<file path="src/rtl/spi_flash_read_cache_pkg.sv">
// Shared types for the SPI flash read cache: fill FSM encoding and data width.
package spi_flash_read_cache_pkg;

  localparam int DATA_W = 32;

  typedef enum logic [2:0] {
    ST_IDLE = 3'd0,
    ST_REQ  = 3'd1,
    ST_GAP  = 3'd2,
    ST_WAIT = 3'd3,
    ST_DONE = 3'd4
  } state_e;

endpackage

</file>
<file path="src/rtl/spi_flash_read_cache_if.sv">
// CPU-side and flash-side signals of the read cache; slave = cache, master = its environment.
interface spi_flash_read_cache_if #(
  parameter int ADDR_W = 20
);
  logic [ADDR_W-1:0] word_address;
  logic              rstrb;
  logic [31:0]       rdata;
  logic              rbusy;
  logic              invalidate;
  logic [ADDR_W-1:0] flash_word_address;
  logic              flash_rstrb;
  logic [31:0]       flash_rdata;
  logic              flash_rbusy;

  modport slave (
    input  word_address, rstrb, invalidate, flash_rdata, flash_rbusy,
    output rdata, rbusy, flash_word_address, flash_rstrb
  );

  modport master (
    output word_address, rstrb, invalidate, flash_rdata, flash_rbusy,
    input  rdata, rbusy, flash_word_address, flash_rstrb
  );
endinterface

</file>
<file path="src/rtl/spi_flash_read_cache_tag_store.sv">
// Valid/tag registers for the direct-mapped cache: combinational hit, one write port,
// single-cycle clear of all valid bits (clear wins over a same-cycle write).
module cache_tag_store #(
  parameter int LINES = 16,
  parameter int IDX_W = 4,
  parameter int TAG_W = 14
) (
  input  logic             clk,
  input  logic             rst,
  input  logic             clear_i,
  input  logic [IDX_W-1:0] lk_idx_i,
  input  logic [TAG_W-1:0] lk_tag_i,
  output logic             hit_o,
  input  logic             wr_en_i,
  input  logic [IDX_W-1:0] wr_idx_i,
  input  logic [TAG_W-1:0] wr_tag_i,
  input  logic             wr_valid_i
);

  logic [LINES-1:0]            valid_q;
  logic [LINES-1:0][TAG_W-1:0] tag_q;

  assign hit_o = valid_q[lk_idx_i] && (tag_q[lk_idx_i] == lk_tag_i);

  always_ff @(posedge clk) begin
    if (rst) begin
      valid_q <= '0;
    end else begin
      if (wr_en_i) begin
        tag_q[wr_idx_i]   <= wr_tag_i;
        valid_q[wr_idx_i] <= wr_valid_i;
      end
      if (clear_i) valid_q <= '0;
    end
  end

endmodule

</file>
<file path="src/rtl/spi_flash_read_cache.sv">
// Direct-mapped read-only line cache in front of the memory-mapped SPI flash reader.
// Misses fill the whole line word 0 upward with single-word flash reads.
module spi_flash_read_cache
  import spi_flash_read_cache_pkg::*;
#(
  parameter int ADDR_W     = 20,
  parameter int LINES      = 16,
  parameter int LINE_WORDS = 4
) (
  input  logic                  clk,
  input  logic                  rst,
  spi_flash_read_cache_if.slave bus
);

  localparam int OFF_W = $clog2(LINE_WORDS);
  localparam int IDX_W = $clog2(LINES);
  localparam int TAG_W = ADDR_W - OFF_W - IDX_W;
  localparam int AW    = OFF_W + IDX_W;
  localparam int CNT_W = (OFF_W > 0) ? OFF_W : 1;
  localparam int DEPTH = LINES * LINE_WORDS;
  localparam logic [ADDR_W-1:0] OFF_MASK = ADDR_W'(LINE_WORDS - 1);
  localparam logic [CNT_W-1:0]  LAST_CNT = CNT_W'(LINE_WORDS - 1);

  state_e              state_q;
  logic [CNT_W-1:0]    fill_cnt_q;
  logic [CNT_W-1:0]    off_q;
  logic [ADDR_W-1:0]   base_q;
  logic                inv_seen_q;
  logic [DATA_W-1:0]   rdata_q;
  logic                rbusy_q;
  logic [ADDR_W-1:0]   faddr_q;
  logic                fstrb_q;
  logic [DATA_W-1:0]   data_q [DEPTH];

  logic                tag_hit;
  logic                accept;
  logic                is_hit;
  logic                fill_we;
  logic [AW-1:0]       fill_word;
  logic [CNT_W-1:0]    next_cnt;

  assign accept    = (state_q == ST_IDLE) && bus.rstrb;
  // A same-cycle invalidate forces the lookup to miss.
  assign is_hit    = accept && tag_hit && !bus.invalidate;
  assign fill_we   = (state_q == ST_WAIT) && !bus.flash_rbusy;
  assign fill_word = base_q[AW-1:0] | AW'(fill_cnt_q);
  assign next_cnt  = fill_cnt_q + 1'b1;

  cache_tag_store #(
    .LINES (LINES),
    .IDX_W (IDX_W),
    .TAG_W (TAG_W)
  ) u_tags (
    .clk        (clk),
    .rst        (rst),
    .clear_i    (bus.invalidate),
    .lk_idx_i   (bus.word_address[OFF_W +: IDX_W]),
    .lk_tag_i   (bus.word_address[AW +: TAG_W]),
    .hit_o      (tag_hit),
    .wr_en_i    (state_q == ST_DONE),
    .wr_idx_i   (base_q[OFF_W +: IDX_W]),
    .wr_tag_i   (base_q[AW +: TAG_W]),
    .wr_valid_i (!(inv_seen_q || bus.invalidate))
  );

  // Data array kept free of reset so it can map onto block RAM.
  always_ff @(posedge clk) begin
    if (!rst && fill_we) data_q[fill_word] <= bus.flash_rdata;
  end

  always_ff @(posedge clk) begin
    if (rst) begin
      state_q    <= ST_IDLE;
      fill_cnt_q <= '0;
      off_q      <= '0;
      base_q     <= '0;
      inv_seen_q <= 1'b0;
      rdata_q    <= '0;
      rbusy_q    <= 1'b0;
      faddr_q    <= '0;
      fstrb_q    <= 1'b0;
    end else begin
      if (bus.invalidate) inv_seen_q <= 1'b1;
      case (state_q)
        ST_IDLE: begin
          if (is_hit) begin
            rdata_q <= data_q[bus.word_address[AW-1:0]];
          end else if (accept) begin
            base_q     <= bus.word_address & ~OFF_MASK;
            off_q      <= CNT_W'(bus.word_address & OFF_MASK);
            fill_cnt_q <= '0;
            inv_seen_q <= 1'b0;
            rbusy_q    <= 1'b1;
            faddr_q    <= bus.word_address & ~OFF_MASK;
            fstrb_q    <= 1'b1;
            state_q    <= ST_REQ;
          end
        end
        ST_REQ: begin
          fstrb_q <= 1'b0;
          state_q <= ST_GAP;
        end
        ST_GAP: state_q <= ST_WAIT;
        ST_WAIT: begin
          if (fill_we) begin
            if (fill_cnt_q == off_q) rdata_q <= bus.flash_rdata;
            if (fill_cnt_q == LAST_CNT) begin
              state_q <= ST_DONE;
            end else begin
              fill_cnt_q <= next_cnt;
              faddr_q    <= base_q | ADDR_W'(next_cnt);
              fstrb_q    <= 1'b1;
              state_q    <= ST_REQ;
            end
          end
        end
        ST_DONE: begin
          rbusy_q <= 1'b0;
          state_q <= ST_IDLE;
        end
        default: state_q <= ST_IDLE;
      endcase
    end
  end

  assign bus.rdata              = rdata_q;
  assign bus.rbusy              = rbusy_q;
  assign bus.flash_word_address = faddr_q;
  assign bus.flash_rstrb        = fstrb_q;

endmodule
</file>
<file path="src/flat_wrapper.sv">
// flat-port wrapper written by rule: the top's interface ports become plain ports
module spi_flash_read_cache_flat import spi_flash_read_cache_pkg::*;
#(
  parameter int ADDR_W     = 20,
  parameter int LINES      = 16,
  parameter int LINE_WORDS = 4
)
  (clk, rst, bus_word_address, bus_rstrb, bus_invalidate, bus_flash_rdata, bus_flash_rbusy, bus_rdata, bus_rbusy, bus_flash_word_address, bus_flash_rstrb);
  spi_flash_read_cache_if #(.ADDR_W(ADDR_W)) bus_i ();
  input  logic clk;
  input  logic rst;
  input wire logic [$bits(bus_i.word_address)-1:0] bus_word_address;
  input wire logic [$bits(bus_i.rstrb)-1:0] bus_rstrb;
  input wire logic [$bits(bus_i.invalidate)-1:0] bus_invalidate;
  input wire logic [$bits(bus_i.flash_rdata)-1:0] bus_flash_rdata;
  input wire logic [$bits(bus_i.flash_rbusy)-1:0] bus_flash_rbusy;
  output wire logic [$bits(bus_i.rdata)-1:0] bus_rdata;
  output wire logic [$bits(bus_i.rbusy)-1:0] bus_rbusy;
  output wire logic [$bits(bus_i.flash_word_address)-1:0] bus_flash_word_address;
  output wire logic [$bits(bus_i.flash_rstrb)-1:0] bus_flash_rstrb;
  assign bus_i.word_address = bus_word_address;
  assign bus_i.rstrb = bus_rstrb;
  assign bus_i.invalidate = bus_invalidate;
  assign bus_i.flash_rdata = bus_flash_rdata;
  assign bus_i.flash_rbusy = bus_flash_rbusy;
  assign bus_rdata = bus_i.rdata;
  assign bus_rbusy = bus_i.rbusy;
  assign bus_flash_word_address = bus_i.flash_word_address;
  assign bus_flash_rstrb = bus_i.flash_rstrb;
  spi_flash_read_cache #(.ADDR_W(ADDR_W), .LINES(LINES), .LINE_WORDS(LINE_WORDS)) u_core (.clk(clk), .rst(rst), .bus(bus_i));
endmodule
</file>
<file path="config.mk">
export PLATFORM = sky130hd
export DESIGN_NAME = spi_flash_read_cache_flat
export DESIGN_NICKNAME = d
export VERILOG_FILES = /design/src/rtl/spi_flash_read_cache_pkg.sv /design/src/rtl/spi_flash_read_cache_if.sv /design/src/rtl/spi_flash_read_cache_tag_store.sv /design/src/rtl/spi_flash_read_cache.sv /design/src/flat_wrapper.sv
export SDC_FILE = /design/constraint.sdc
export NUM_CORES = 2
export LEC_CHECK = 0
export BUFFER_PORTS_ARGS = -buffer_cell sky130_fd_sc_hd__buf_2
export CAP_MARGIN = 5
export CORE_MARGIN = 8
export CORE_UTILIZATION = 29
export DETAILED_ROUTE_END_ITERATION = 7
export SKIP_CTS_REPAIR_TIMING = 1
export SLEW_MARGIN = 25
export SYNTH_ARGS = -nofsm -noshare
export SYNTH_HDL_FRONTEND = slang
export SYNTH_HIERARCHICAL = 1
export SYNTH_SLANG_ARGS = --single-unit
</file>
<file path="constraint.sdc">
create_clock -name clk -period 3.9 [get_ports clk]
set_clock_uncertainty 0.15 [all_clocks]
set_input_delay 0.78 -clock clk [delete_from_list [all_inputs] [get_ports clk]]
set_output_delay 0.78 -clock clk [all_outputs]
set_load 0.005 [all_outputs]
</file>
## Word level (Yosys, flattened, before mapping)

Memories as Yosys holds them, arrays and structs flattened.
Index checks and enable logic that the tools add are counted.

- Output and inout bits: 54
- RAM bits: 2048
- Word-level logic and storage cells: 113
- Input bits: 57
- Register bits: 320
- Memories: 1

Memory list:

| name | depth | bits a word | rd ports | clocked after Yosys merged registers in | write ports | line | RTL |
|---|---|---|---|---|---|---|---|
| u_core.data_q | 64 | 32 | 1 | 0 | 1 | spi_flash_read_cache.sv:33 | `logic [DATA_W-1:0] data_q [DEPTH];` |

- Add/subtract/negate cells: 1
- Multiplexer cells: 41
- Bitwise gates (word level): 4
- Order comparisons: 3
- Equality and inequality tests: 13
- Reduce and logical (&&, ||, !) cells: 24

Operator list:

| operator | number |
|---|---|
| $bwmux W224 | 1 |
| $mux W32 | 3 |
| $mux W20 | 4 |
| $pmux W32 S2 | 1 |
| $bmux W14 S4 | 1 |
| $demux W14 S4 | 1 |
| $pmux W20 S2 | 1 |
| $mux W14 | 2 |
| $or A20 B2 Y20 | 1 |
| $bwmux W16 | 1 |
| $eq A14 B14 Y1 | 1 |
| $mux W1 | 12 |
| $mux W3 | 4 |
| $pmux W3 S4 | 1 |
| $lt A4 B5 Y1 const B | 2 |
| $reduce_and A5 Y1 | 2 |
| $reduce_and A3 Y1 | 3 |
| $mux W2 | 4 |
| $logic_and A1 B1 Y1 | 7 |
| $eq A3 B2 Y1 const B | 2 |
| $ne A2 B1 Y1 const B | 3 |
| $ne A2 B2 Y1 const B | 3 |
| $or A6 B2 Y6 | 1 |
| $bmux W1 S4 | 1 |
| 19 further kinds | 24 |

## Logic depth before layout (Yosys ltp)

- Depth after elaboration: 8
- Mapped depth: 16
- Gate-level depth less buffers: 11

## By module

The synthesis kept the hierarchy.

By module, submodules not included:

| module | sequential area each (um^2) | cells each | area each (um^2) | instances |
|---|---|---|---|---|
| spi_flash_read_cache | 63060.5 | 3706 | 80960.1 | 1 |
| cache_tag_store | 7046.8 | 512 | 9815.7 | 1 |

## Least setup slack after synthesis

Ideal clock, no wire load.

- Path type: input to register
- Start: input port bus_word_address[2]
- End: register u_core.faddr_q[10], in the netlist u_core/bus.flash_word_address[10]
- Data required time: 3.659 ns
- Library setup time: 0.091 ns
- Arrival: 3.687 ns
- Buffers on the path: 4
- Path slack: -0.028 ns
- Stages: 13
- Cell sequence: buf_6 -> buf_6 -> mux4_2 -> mux4_2 -> xnor2_1 -> nand4_1 -> a2111oi_2 -> nor2b_1 -> o21ai_0 -> o2111a_1 -> clkbuf_1 -> buf_1 -> a311oi_1

- Cells in the longest elaborated chain, start to end: 8
- Elaborated cells on any way between the ends: 10
- Classes of those cells: eq/ne (2); mux (4); reduce/logical (4)

RTL lines:

| element | line | RTL |
|---|---|---|
| start: declaration | flat_wrapper.sv:12 | `input wire logic [$bits(bus_i.word_address)-1:0] bus_word_address;` |
| $bmux W14 S4 | spi_flash_read_cache_tag_store.sv:23 | `assign hit_o = valid_q[lk_idx_i] && (tag_q[lk_idx_i] == lk_tag_i);` |
| $mux W14 (implied by the code) | spi_flash_read_cache_tag_store.sv:23 |  |
| $eq A14 B14 Y1 | spi_flash_read_cache_tag_store.sv:23 |  |
| $logic_and A1 B1 Y1 (*) | spi_flash_read_cache_tag_store.sv:23 |  |
| named net u_core.tag_hit | spi_flash_read_cache.sv:35 | `logic tag_hit;` |
| $logic_and A1 B1 Y1 (*) (2 in series) | spi_flash_read_cache.sv:44 | `assign is_hit = accept && tag_hit && !bus.invalidate;` |
| $ne A2 B2 Y1 (no source line) (*) | n/a |  |
| $reduce_and A5 Y1 (no source line) (*) | n/a |  |
| end signal: assignment | spi_flash_read_cache.sv:94 | `faddr_q <= bus.word_address & ~OFF_MASK;` |
| end signal: assignment | spi_flash_read_cache.sv:111 | `faddr_q <= base_q \| ADDR_W'(next_cnt);` |
| end: declaration | spi_flash_read_cache.sv:31 | `logic [ADDR_W-1:0] faddr_q;` |

The timed path passes the listed nets; every way through them passes the cells marked *. The select of a mux whose other input is x is not followed.
A chain may end at the register's enable or synchronous reset.

## Worst setup path after layout

- Start: input port bus_word_address[2]
- End: register u_core.rdata_q[12], in the netlist u_core/bus.rdata[12]

- Cells in the longest elaborated chain, start to end: 8
- Elaborated cells on any way between the ends: 13
- Classes of those cells: eq/ne (2); mux (6); reduce/logical (4); memory (1)

RTL lines:

| element | line | RTL |
|---|---|---|
| $bmux W14 S4 | spi_flash_read_cache_tag_store.sv:23 |  |
| $mux W14 (implied by the code) | spi_flash_read_cache_tag_store.sv:23 |  |
| $eq A14 B14 Y1 | spi_flash_read_cache_tag_store.sv:23 |  |
| $logic_and A1 B1 Y1 | spi_flash_read_cache_tag_store.sv:23 |  |
| $logic_and A1 B1 Y1 (2 in series) | spi_flash_read_cache.sv:44 |  |
| $ne A2 B1 Y1 (no source line) | n/a |  |
| $reduce_and A4 Y1 (no source line) | n/a |  |
| end signal: assignment | spi_flash_read_cache.sv:87 | `rdata_q <= data_q[bus.word_address[AW-1:0]];` |
| end signal: assignment | spi_flash_read_cache.sv:106 | `if (fill_cnt_q == off_q) rdata_q <= bus.flash_rdata;` |
| end: declaration | spi_flash_read_cache.sv:29 | `logic [DATA_W-1:0] rdata_q;` |

Parallel ways exist; a longest one is shown, timed or not. The select of a mux whose other input is x is not followed.

==> results.py <==
metrics = {
    "outcome": {
        "status": "finished clean",
    },
    "synthesis": {
        "synth_edf_count": 2272,
        "async_flop_share": 0,
        "ys_seq_elements": 2366,
        "synthCells": 4218,
        "synthFlopType": "edfxtp_1",
        "seq_area_frac_synth": 0.772,
        "syn_area_um2": 90800,
        "postSynthNetCount": 4276,
        "ys_types": 67,
        "ys_warn_count": 6,
        "syn_avg_cell_area_um2": 21.5,
    },
    "critical_path": {
        "worst_setup_path_start_kind": "input pin",
        "crit_top_cell": "buf_4",
        "critPathKind": "in -> reg",
        "crit_fanout": 52,
        "critical-path-slowest-cell": "a2111oi_0",
        "worstReg2RegStart": "u_core/u_tags/tag_q[179]",
        "cpPeakStageDelay_ns": 0.81,
        "startpoint": "bus_word_address[2]",
        "required_ns": 4.47,
        "reg2reg_depth": 12,
        "crit_chain": "buf_8 > buf_4 > buf_4 > buf_4 > mux4_2 > a2111oi_0 > buf_4 > nor4_2 > a32o_1",
        "end_kind": "register",
        "cp_data_arrival_time_ns": 4.40,
    },
    "floorplan": {
        "dieHeight_um": 575,
        "pin_count": 111,
        "core-area_um2": 312000,
        "die-width_um": 575,
        "rows": 205,
        "initial_core_util": 0.291,
        "dieArea_um2": 331000,
    },
    "timing": {
        "rsz0062_at_grt": "no",
        "worst_slack_ns": 0.0690,
        "min_period_ns": 3.83,
        "finalSetupViolations": 0,
        "drv_slew": 0,
        "maxSlewHeadroom": 0.277,
        "clock.fmax_mhz": 261,
        "max_slew.worst_pin.slew_ns": 1.08,
        "period_share": 0.982,
        "hold_viol_final": 0,
        "fin_setup_tns_ns": 0,
    },
    "finish": {
        "final_cell_mix": "edfxtp_1 (2272), mux4_2 (572), buf_4 (376)",
        "fin_util": 0.347,
        "multiInputGateArea_um2": 20000,
        "final_common_cell": "edfxtp_1",
        "fillCellCount": 28800,
        "drive_above_1_share": 0.317,
        "area_delta_synth_final_pct": 19.0,
        "fin_cells": 9110,
        "final_nets": 4825,
        "regArea_um2": 70100,
    },
    "global_routing": {
        "overflow": 0,
        "track_usage": 0.144,
        "antenna_found_initial": 24,
        "grt_pass1_wl_um": 348000,
        "grt_start_max_net_pins": 127,
        "grt_pass1_vias": 47100,
    },
    "routing": {
        "num_vias": 46200,
        "drc": 0,
        "drt_iter0_drc": 5397,
        "post_drt_via_cell_ratio": 5.08,
        "wl_met3_um": 21200,
        "top_layer": "met5",
        "wl_um": 245000,
        "ant_nets": 0,
        "wire_per_inst_um": 26.9,
        "wl_met1_um": 99000,
        "drt-pass1-iter-count": 5,
        "wl_met2_um": 117000,
    },
    "clocking": {
        "cts_tree": "built",
        "cts_root_buffer": "clkbuf_16",
        "numCtsBuffers": 233,
        "clock_sinks": 2366,
        "htreeDepth": 4,
        "clkLatencyLatePin_ns": 0.91,
        "clock_path_buffers": 4,
        "clk_pin_slew_ns": 0.06,
    },
    "placed_design": {
        "pre_cts_ws_ns": -0.720,
        "portBuffers": 110,
        "hpwl_um": 149000,
        "post-place-cells": 8672,
        "routabilityCongestion": 0.795,
    },
    "pwr": {
        "p_per_area_nw_per_um2": 492,
        "p_leak_nw": 33.8,
        "p_total_mw": 53.2,
        "peakVddDrop_mv": 0.459,
    },
    "min_path": {
        "holdCritStartpoint": "bus_word_address[14]",
        "hold_path_depth": 3,
        "hold_class": "in -> reg",
    },
    "job": {
        "drv_cap": 0,
    },
}
-- registers in the layout, summed over array words and instances (netlist names) --
signal and cells:
u_core/inv_seen_q 1, u_core/bus.flash_word_address 19, u_core/base_q 18, u_core/state_q 3, u_core/bus.flash_rstrb 1, u_core/fill_cnt_q 1, u_core/u_tags/valid_q 16, u_core/bus.rbusy 1
u_core/u_tags/tag_q 224, u_core/off_q 2, u_core/bus.rdata 32, u_core/data_q 2048
-- logic make-up (layout without fill, tap and decap cells) --
group | count (synthesis) | count (layout) | share of synthesized area
AO/OA/AOI/OAI | 424 | 424 | 0.0352
XOR/XNOR | 18 | 18 | 0.00174
adder cells (fa/ha/maj) | 1 | 1 | 0.000138
buffers and inverters | 261 | 1000 | 0.0136
flip-flops | 2366 | 2366 | 0.772
multiplexers | 628 | 628 | 0.149
other | 0 | 13 | 0
AND/OR/NAND/NOR | 520 | 520 | 0.0285
-- worst paths after layout --
kind / end / slack (ns)
max: u_core/bus.rdata[12] / 0.07
min: u_core/base_q[14] / 0.1
max reg2reg: u_core/bus.flash_word_address[1] / 0.22
min reg2reg: u_core/bus.rdata[4] / 0.32
-- area by class of cell --
cell class | instances | share of cell area
inverter | 5 | 0.000174
clock inverter | 131 | 0.0125
clock buffer | 294 | 0.0574
sequential | 2366 | 0.649
timing repair buffer | 570 | 0.0476
tap | 4140 | 0.0479
multi-input combinational | 1591 | 0.185
antenna | 13 | 0.000301
-- routing by layer --
layer	vias to the layer above	track usage
li1	19000	-
met1	25000	0.192
met2	1982	0.233
met3	336	0.0322
met4	12	0.0462
met5	-	0
-- synth_stat cells, types with 60 or more instances --
master,count,area (µm²)
edfxtp_1,2272,68200
mux4_2,572,12900
nor2_1,181,679
clkbuf_1,128,480
a211oi_1,123,923
nor2b_1,100,626
dfxtp_1,94,1880
nor3_1,73,365
buf_2,72,360
nand2_1,68,255
a22o_1,62,543
o22ai_1,60,375
-- critical path: cells and delay by family --
family                 cells  cell delay, ns
muxes                      1            0.37
AOI/OAI and AO/OA          2            1.07
buffers and inverters      5            2.02
and+or+nand+nor            1            0.04
-- where the power goes --
part           switching, mW  internal [mW]
Combinational           1.68           1.11
Clock                   9.44           12.9
Sequential             0.105           27.9
Total                   11.2           41.9
-- through the flow --
step	hold slack, ns	area (µm²)
final	0.0985	108000
after global routing	0.0709	108000
after CTS	0.0422	108000
after detailed placement	0.303	100000
after global placement	0.300	100000
after floorplan	0.294	90800
(Power assumes the default switching activity.)
